==> src/rtl/gain_pkg.sv <==
// ============================================================================
// Module   : gain_pkg
// Brief    : Shared gain range and type for the gain controller, display
//            decoder and gain multiplier.
// Revision : 1.0 - initial release
// ============================================================================
`default_nettype none

package gain_pkg;

  localparam int GAIN_W   = 4;
  localparam int GAIN_MIN = -8;
  localparam int GAIN_MAX = 5;

  typedef logic signed [GAIN_W-1:0] gain_t;

endpackage : gain_pkg

`default_nettype wire

==> src/rtl/btn_debounce.sv <==
// ============================================================================
// Module   : btn_debounce
// Brief    : Synchroniser, debouncer and press detector for one raw button;
//            emits a one-cycle step pulse (plus auto-repeat steps when
//            GAIN_CTRL_AUTOREPEAT_EN is defined).
// Revision : 1.0 - initial release
// ============================================================================
`default_nettype none

module btn_debounce
  import gain_pkg::*;
#(
  parameter int DEBOUNCE_CYCLES = 50000
`ifdef GAIN_CTRL_AUTOREPEAT_EN
  ,
  parameter int REPEAT_DELAY    = 25000000,
  parameter int REPEAT_PERIOD   = 5000000
`endif
) (
  input  logic clk,
  input  logic reset,
  input  logic i_btn,
  output logic o_step
);

  localparam int                c_CW       = (DEBOUNCE_CYCLES > 2) ? $clog2(DEBOUNCE_CYCLES) : 1;
  localparam logic [c_CW-1:0]   c_CNT_LAST = c_CW'(DEBOUNCE_CYCLES - 1);

  logic            r_sync1;
  logic            r_sync2;
  logic            r_stable;
  logic            r_stable_q;
  logic [c_CW-1:0] r_cnt;
  logic            w_press;

  always_ff @(posedge clk) begin
    if (reset) begin
      r_sync1    <= 1'b0;
      r_sync2    <= 1'b0;
      r_stable   <= 1'b0;
      r_stable_q <= 1'b0;
      r_cnt      <= '0;
    end else begin
      r_sync1    <= i_btn;
      r_sync2    <= r_sync1;
      r_stable_q <= r_stable;
      // Level must disagree with the debounced state on DEBOUNCE_CYCLES
      // consecutive edges before it is accepted.
      if (r_sync2 == r_stable) begin
        r_cnt <= '0;
      end else if (r_cnt == c_CNT_LAST) begin
        r_stable <= ~r_stable;
        r_cnt    <= '0;
      end else begin
        r_cnt <= r_cnt + 1'b1;
      end
    end
  end

  assign w_press = r_stable & ~r_stable_q;

`ifdef GAIN_CTRL_AUTOREPEAT_EN
  localparam int c_HMAX = (REPEAT_DELAY > REPEAT_PERIOD) ? REPEAT_DELAY : REPEAT_PERIOD;
  localparam int c_HW   = $clog2(c_HMAX + 1);

  logic [c_HW-1:0] r_hold;
  logic            r_rep;
  logic [c_HW-1:0] w_target;
  logic            w_repeat;

  // First repeat waits REPEAT_DELAY after the press step, later ones REPEAT_PERIOD.
  assign w_target = r_rep ? c_HW'(REPEAT_PERIOD) : c_HW'(REPEAT_DELAY);
  assign w_repeat = r_stable & (r_hold == w_target);

  always_ff @(posedge clk) begin
    if (reset || !r_stable) begin
      r_hold <= '0;
      r_rep  <= 1'b0;
    end else if (w_repeat) begin
      r_hold <= c_HW'(1);
      r_rep  <= 1'b1;
    end else begin
      r_hold <= r_hold + 1'b1;
    end
  end

  assign o_step = w_press | w_repeat;
`else
  assign o_step = w_press;
`endif

endmodule : btn_debounce

`default_nettype wire

==> src/rtl/gain_ctrl.sv <==
// ============================================================================
// Module   : gain_ctrl
// Brief    : Push-button saturating gain controller (-8..+5). Optional
//            auto-repeat on held buttons via GAIN_CTRL_AUTOREPEAT_EN.
// Revision : 1.0 - initial release
// ============================================================================
`default_nettype none

module gain_ctrl
  import gain_pkg::*;
#(
  parameter int DEBOUNCE_CYCLES = 50000,
  parameter int REPEAT_DELAY    = 25000000,
  parameter int REPEAT_PERIOD   = 5000000
) (
  input  logic       clk,
  input  logic       reset,
  input  logic       btn_up,
  input  logic       btn_down,
  output logic [3:0] gain,
  output logic       gain_changed,
  output logic       at_min,
  output logic       at_max
);

  gain_t r_gain;
  logic  r_changed;
  logic  r_min;
  logic  r_max;
  gain_t w_next;
  logic  w_chg;
  logic  w_up;
  logic  w_down;

  if (DEBOUNCE_CYCLES < 2) begin : g_chk_debounce
    $error("DEBOUNCE_CYCLES must be at least 2");
  end
  if (REPEAT_DELAY < 1 || REPEAT_PERIOD < 1) begin : g_chk_repeat
    $error("REPEAT_DELAY and REPEAT_PERIOD must be positive");
  end

`ifdef GAIN_CTRL_AUTOREPEAT_EN
  btn_debounce #(
    .DEBOUNCE_CYCLES(DEBOUNCE_CYCLES),
    .REPEAT_DELAY   (REPEAT_DELAY),
    .REPEAT_PERIOD  (REPEAT_PERIOD)
  ) u_up (.clk(clk), .reset(reset), .i_btn(btn_up), .o_step(w_up));

  btn_debounce #(
    .DEBOUNCE_CYCLES(DEBOUNCE_CYCLES),
    .REPEAT_DELAY   (REPEAT_DELAY),
    .REPEAT_PERIOD  (REPEAT_PERIOD)
  ) u_down (.clk(clk), .reset(reset), .i_btn(btn_down), .o_step(w_down));
`else
  btn_debounce #(
    .DEBOUNCE_CYCLES(DEBOUNCE_CYCLES)
  ) u_up (.clk(clk), .reset(reset), .i_btn(btn_up), .o_step(w_up));

  btn_debounce #(
    .DEBOUNCE_CYCLES(DEBOUNCE_CYCLES)
  ) u_down (.clk(clk), .reset(reset), .i_btn(btn_down), .o_step(w_down));
`endif

  // Simultaneous steps cancel; steps at a rail are dropped.
  always_comb begin
    w_next = r_gain;
    w_chg  = 1'b0;
    if (w_up && !w_down && (r_gain < gain_t'(GAIN_MAX))) begin
      w_next = r_gain + gain_t'(1);
      w_chg  = 1'b1;
    end else if (w_down && !w_up && (r_gain > gain_t'(GAIN_MIN))) begin
      w_next = r_gain - gain_t'(1);
      w_chg  = 1'b1;
    end
  end

  always_ff @(posedge clk) begin
    if (reset) begin
      r_gain    <= '0;
      r_changed <= 1'b0;
      r_min     <= 1'b0;
      r_max     <= 1'b0;
    end else begin
      r_gain    <= w_next;
      r_changed <= w_chg;
      r_min     <= (w_next == gain_t'(GAIN_MIN));
      r_max     <= (w_next == gain_t'(GAIN_MAX));
    end
  end

  assign gain         = r_gain;
  assign gain_changed = r_changed;
  assign at_min       = r_min;
  assign at_max       = r_max;

endmodule : gain_ctrl

`default_nettype wire
==> config.mk <==
export PLATFORM = sky130hd
export DESIGN_NAME = gain_ctrl
export DESIGN_NICKNAME = d
export VERILOG_FILES = /design/src/rtl/gain_pkg.sv /design/src/rtl/btn_debounce.sv /design/src/rtl/gain_ctrl.sv
export SDC_FILE = /design/constraint.sdc
export NUM_CORES = 1
export LEC_CHECK = 0
export BUFFER_PORTS_ARGS = -buffer_cell sky130_fd_sc_hd__buf_2
export CAP_MARGIN = 20
export CORE_ASPECT_RATIO = 1.75
export CORE_UTILIZATION = 59
export CTS_CLUSTER_DIAMETER = 120
export DETAILED_ROUTE_END_ITERATION = 10
export GPL_ROUTABILITY_DRIVEN = 0
export PLACE_DENSITY = 0.77
export SYNTH_ARGS = -nofsm -noshare
export SYNTH_HDL_FRONTEND = slang
export SYNTH_SLANG_ARGS = --single-unit
==> constraint.sdc <==
create_clock -name clk -period 1.8 [get_ports clk]
set_input_delay 0.36 -clock clk [delete_from_list [all_inputs] [get_ports clk]]
set_output_delay 0.36 -clock clk [all_outputs]
set_load 0.01 [all_outputs]
# --- After elaboration in Yosys (flattened, before gate mapping) ---
# Index checks and enable logic that the tools add are counted.
classes:
  add_sub_neg: 4
  n_lt_le_gt_ge: 2
  eq_ne: 6
  muxes: 4
  bitwise_logic: 8
  n_reduce_logical: 10
op_table:
  columns: ["op", "count"]
  rows:
  - ["$add 16x1->16 const B", 2]
  - ["$eq 16x16->1 const B", 2]
  - ["$eq 4x4->1 const B", 2]
  - ["$mux 4", 2]
  - ["$not 1->1", 6]
  - ["$reduce_or 3->1", 2]
  - ["$add 4x2->4 const B", 1]
  - ["$gt 4x4->1 const B", 1]
  - ["$logic_and 1x1->1", 4]
  - ["$lt 4x4->1 const B", 1]
  - ["$reduce_and 2->1", 2]
  - ["$sub 4x2->4 const B", 1]
  - ["$and 1x1->1", 2]
  - ["$eq 1x1->1", 2]
  - ["$logic_not 1->1", 2]
  - ["$mux 1", 2]
totals:
  reg_bits: 47
  inputBits: 4

# --- Longest topological paths before layout ---
depth:
  ltp_word: 8
  depth_mapped: 7

# --- Modules after synthesis ---
# From an unflattened synthesis, not the netlist that was laid out.
unflattened:
  cells_unflattened: 228
  hier_area_um2: 2172.1
modules_own_cells:
  columns: ["module", "n_inst", "cells_per_inst", "area_per_inst_um2", "seq_area_each_um2"]
  rows:
  - ["btn_debounce", 2, 92, 887.1, 400.4]
  - ["gain_ctrl", 1, 44, 397.9, 140.1]

# --- Worst setup path after synthesis ---
# Ideal clock, no wire load.
synth_path:
  kind: "reg-to-reg"
  startpoint: "register r_gain[0], in the netlist gain[0]"
  endpoint: "register r_max, in the netlist at_max"
  setup_time_ns: 0.096
  t_arrival_ns: 1.664
  t_required_ns: 1.704
  slack_ns: 0.040
  stages_incl_launch_ff: 8
  path_buffers: 0
  period_less_slack_ns: 1.760
  cell_sequence: "dfxtp_1 inv_1 ha_1 nor3b_1 nor3_1 a22oi_1 xnor2_1 nor4b_1"
synth_via:
  elab_chain_len: 5
  word_cells_on_any_way: 9
synth_lines:
  columns: ["element", "line", "source"]
  rows:
  - ["start, declared", "gain_ctrl.sv:26", "gain_t r_gain;"]
  - ["start signal, assigned", "gain_ctrl.sv:84", "r_gain <= w_next;"]
  - ["$gt 4x4->1", "gain_ctrl.sv:71", "end else if (w_down && !w_up && (r_gain > gain_t'(GAIN_MIN))) begin"]
  - ["$logic_and 1x1->1", "gain_ctrl.sv:71", null]
  - ["$mux 4", "gain_ctrl.sv:71", null]
  - ["$mux 4 (*)", "gain_ctrl.sv:68", "if (w_up && !w_down && (r_gain < gain_t'(GAIN_MAX))) begin"]
  - ["$eq 4x4->1 (*)", "gain_ctrl.sv:87", "r_max <= (w_next == gain_t'(GAIN_MAX));"]
  - ["end signal, assigned", "gain_ctrl.sv:87", null]
  - ["end, declared", "gain_ctrl.sv:29", "logic r_max;"]
# Every way passes the cells marked *; elsewhere a longest branch is shown, timed or not.
# A chain may end at the register's enable or synchronous reset.

# --- Worst setup path in the final report ---
layout_path:
  startpoint: "register u_down.r_cnt[1]"
  endpoint: "register u_down.r_cnt[12]"
layout_via:
  elab_chain_len: 2
  word_cells_on_any_way: 3
layout_lines:
  columns: ["element", "line", "source"]
  rows:
  - ["start, declared", "btn_debounce.sv:33", "logic [c_CW-1:0] r_cnt;"]
  - ["start signal, assigned", "btn_debounce.sv:55", "r_cnt <= r_cnt + 1'b1;"]
  - ["parallel branches: the longest is 2 deep, another holds $add 16x1->16", null, null]
# Parallel ways; which one is timed is not known.

==> key figures <==
Synthesis
  – Mux contribution to synthesized area: 0.00988
  – Warnings from Yosys: 0
  – Main combinational cell family by area after synthesis: simple AND/OR/NAND/NOR gates
  – Syn Inst Count: 222
  – Xor/xnor share of the synthesized area: 0.138
  – Synthesized area per cell: approximately 9.1 µm²
  – Post-synth EDFFs: 0
  – Post-synth top flop: dfxtp_1
  – Adder-cell area share of the yosys netlist: 0.0247
  – Distinct cells, synth: 37
  – Post-synthesis simple-gate area fraction: 0.295
  – Post-Syn Area: between 2000 and 2500 µm²
  – FFs w/ async S/R, synth: 0
  – Post-synthesis sequential area ratio: 0.464
  – Net Count, Synth: 230
  – FF+latch count, synth: 47
  – Complex-gate fraction of the synthesized area: 0.0358

Global routing
  – First-pass GRT wire length: roughly 6400 µm
  – Initial antenna violation count: 0
  – Number of global-route vias before repair: between 1500 and 2000
  – Total gr overflow: 0
  – GRT Overall Usage: 0.237
  – Largest net degree at the start of global routing: 17

Timing
  – Fin. max-slew vios: 0
  – Final worst path period share: 0.919
  – Slew @ Worst Pin: around 0.46 ns
  – Unrepaired setup endpoints after global routing: false
  – TNS Setup: 0 ns
  – Clock skew: approximately 0.011 ns
  – Final setup margin: 0.146 ns
  – Fin crit period: 1.65 ns
  – Slew margin rel.: 0.689
  – Hold Vio Cnt, Final: 0
  – Fin Hold WS: between 0.2 and 0.3 ns
  – Fmax: between 600 and 700 MHz
  – Final setup violation count: 0

Die
  – Std cell rows: 27
  – Die H: 79.5 µm
  – Die W: 46.3 µm
  – Io pins: 11
  – Core area: approximately 3200 µm²
  – Initial Utilization: 0.631
  – DIE AREA: between 3000 and 4000 µm²

Power and ir drop
  – Sequential share of power: 0.577
  – Clock power frac: 0.366
  – Sw Ratio: 0.225
  – Int Pwr: about 1.4 mW
  – Power density cells: 783 nW/µm²
  – LEAKAGE: 0.863 nW
  – Gate power share: 0.057
  – VDD IR max: between 0.8 and 0.9 mV
  – Switch Pwr: 0.411 mW

Status
  – Status: completed

Job
  – Max_cap viols: 0

Finish
  – Sequential cell area: approximately 940 µm²
  – # fillers: 256
  – Most common cell after layout, fill and taps aside: dfxtp_1
  – # diodes: 0
  – Nets: ~260
  – Commonest cells after routing, fill and taps aside: dfxtp_1 (47), nor2_1 (41), xnor2_1 (19), xor2_1 (13), buf_4 (13)
  – Area added between synthesis and finish: 15.1%
  – Non-Filler Instances: between 200 and 300
  – Final Util: 0.726
  – Layout cell share with drive strength beyond 1: 0.152
  – Multi-input logic area: around 1000 µm²

Setup path
  – Peak fanout along the critical path: 4
  – R2R setup slack: around 0.15 ns
  – Critical Path AT: roughly 1.9 ns
  – Critical path class: reg -> reg
  – Setup crit end kind: register
  – Critical path startpoint category: register
  – WP data required: ~2.0 ns

Place
  – DP Worst Slack: 0.0271 ns
  – HPWL Detailed: around 2700 µm
  – Placed Cells: between 200 and 300
  – Port-buffer cells: 10

Clock tree
  – Clock transition at the registers of the reported paths: approximately 0.090 ns
  – CTS tree: built
  – Clk sinks: 47
  – Total CTS buffers: 5
  – # H-tree levels: 2
  – Max clock buf depth: 2
  – Root buf cell: clkbuf_8
  – Total setup buffers inserted after CTS: 0
  – Worst-Skew Late Latency: 0.30 ns

Detailed routing
  – Via count: 1591
  – Routed WL: between 3000 and 4000 µm
  – Iter 0 DRT Violations: 22
  – # DRC: 0
  – TritonRoute pass-1 iters: 4
  – Drt via density: about 5.4
  – Post-route ant nets: 0
  – WL/cell: 12.6 µm

Hold path
  – Hold WC Path Type: in -> reg
-- cell families (layout without fill, tap and decap cells) --
family / Yosys count / after routing
simple gates: 116 / 116
flops: 47 / 47
xor+xnor: 32 / 32
buf+inv: 11 / 39
compound gates: 10 / 10
fa+ha+maj: 4 / 4
mux: 2 / 2
-- worst max-delay path, stage by stage (launching register included) --
cell	delay, ns
dfxtp_1	0.36
ha_1	0.18
nand4_1	0.19
nor3_1	0.46
nand3_1	0.16
xor2_1	0.16
nor2_1	0.05
-- synthesized netlist by cell type, drive strengths merged, types with 3 or more instances --
master	n	share of area
nand3	11	0.027
nor2	43	0.082
ha	4	0.025
and3	10	0.031
nor3	8	0.020
xor2	13	0.056
nor4	4	0.015
dfxtp	47	0.46
xnor2	19	0.082
inv	7	0.013
nor2b	9	0.028
a31oi	3	0.0093
nand4	5	0.015
nand2	12	0.022
-- repair_timing --
action / in CTS / in global routing
hold buffers: 0 / 0
pin swaps: 0 / 2
gates resized for setup: 1 / 3
endpoints found under the setup margin: 1 / 2
-- path summary, 6_finish.rpt --
kind,startpoint,to,cells past startpoint
min,btn_up,u_up.r_sync1,2
max reg2reg,u_down.r_cnt[1],u_down.r_cnt[12],6
min reg2reg,u_down.r_sync1,u_down.r_sync2,1
max,u_down.r_cnt[1],u_down.r_cnt[12],6
-- area by class of cell --
| class | count | share of cell area |
|---|---|---|
| clock buffer | 6 | 0.0354 |
| clock inverter | 2 | 0.00698 |
| inverter | 7 | 0.0113 |
| multi-input combinational | 164 | 0.448 |
| sequential | 47 | 0.404 |
| tap | 43 | 0.0231 |
| timing repair buffer | 24 | 0.0719 |
-- through the flow --
step	power (mW)	instance area, µm²
after floorplan	1.14	2030
after global placement	1.17	2210
after detailed placement	1.17	2210
after CTS	1.83	2310
after global routing	1.90	2330
final	1.82	2330
-- power groups by stage --
| stage | combinational [mW] | sequential, mW | clock (mW) |
|---|---|---|---|
| finish | 0.104 | 1.05 | 0.668 |
| floorplan | 0.0546 | 1.08 | 0 |
| global placement | 0.0885 | 1.08 | 0 |
| CTS | 0.0911 | 1.05 | 0.687 |
| detailed placement | 0.0898 | 1.08 | 0 |
| global route | 0.113 | 1.05 | 0.730 |
-- per-layer routing --
metal / global-route usage / up-vias / wire, µm
met2: 0.397 / 25 / 1940
met4: 0.147 / 0 / 131
met1: 0.255 / 749 / 1530
met5: 0 / - / 0
li1: - / 806 / -
met3: 0.0520 / 11 / 90
Power figures use the tool's default switching activity.
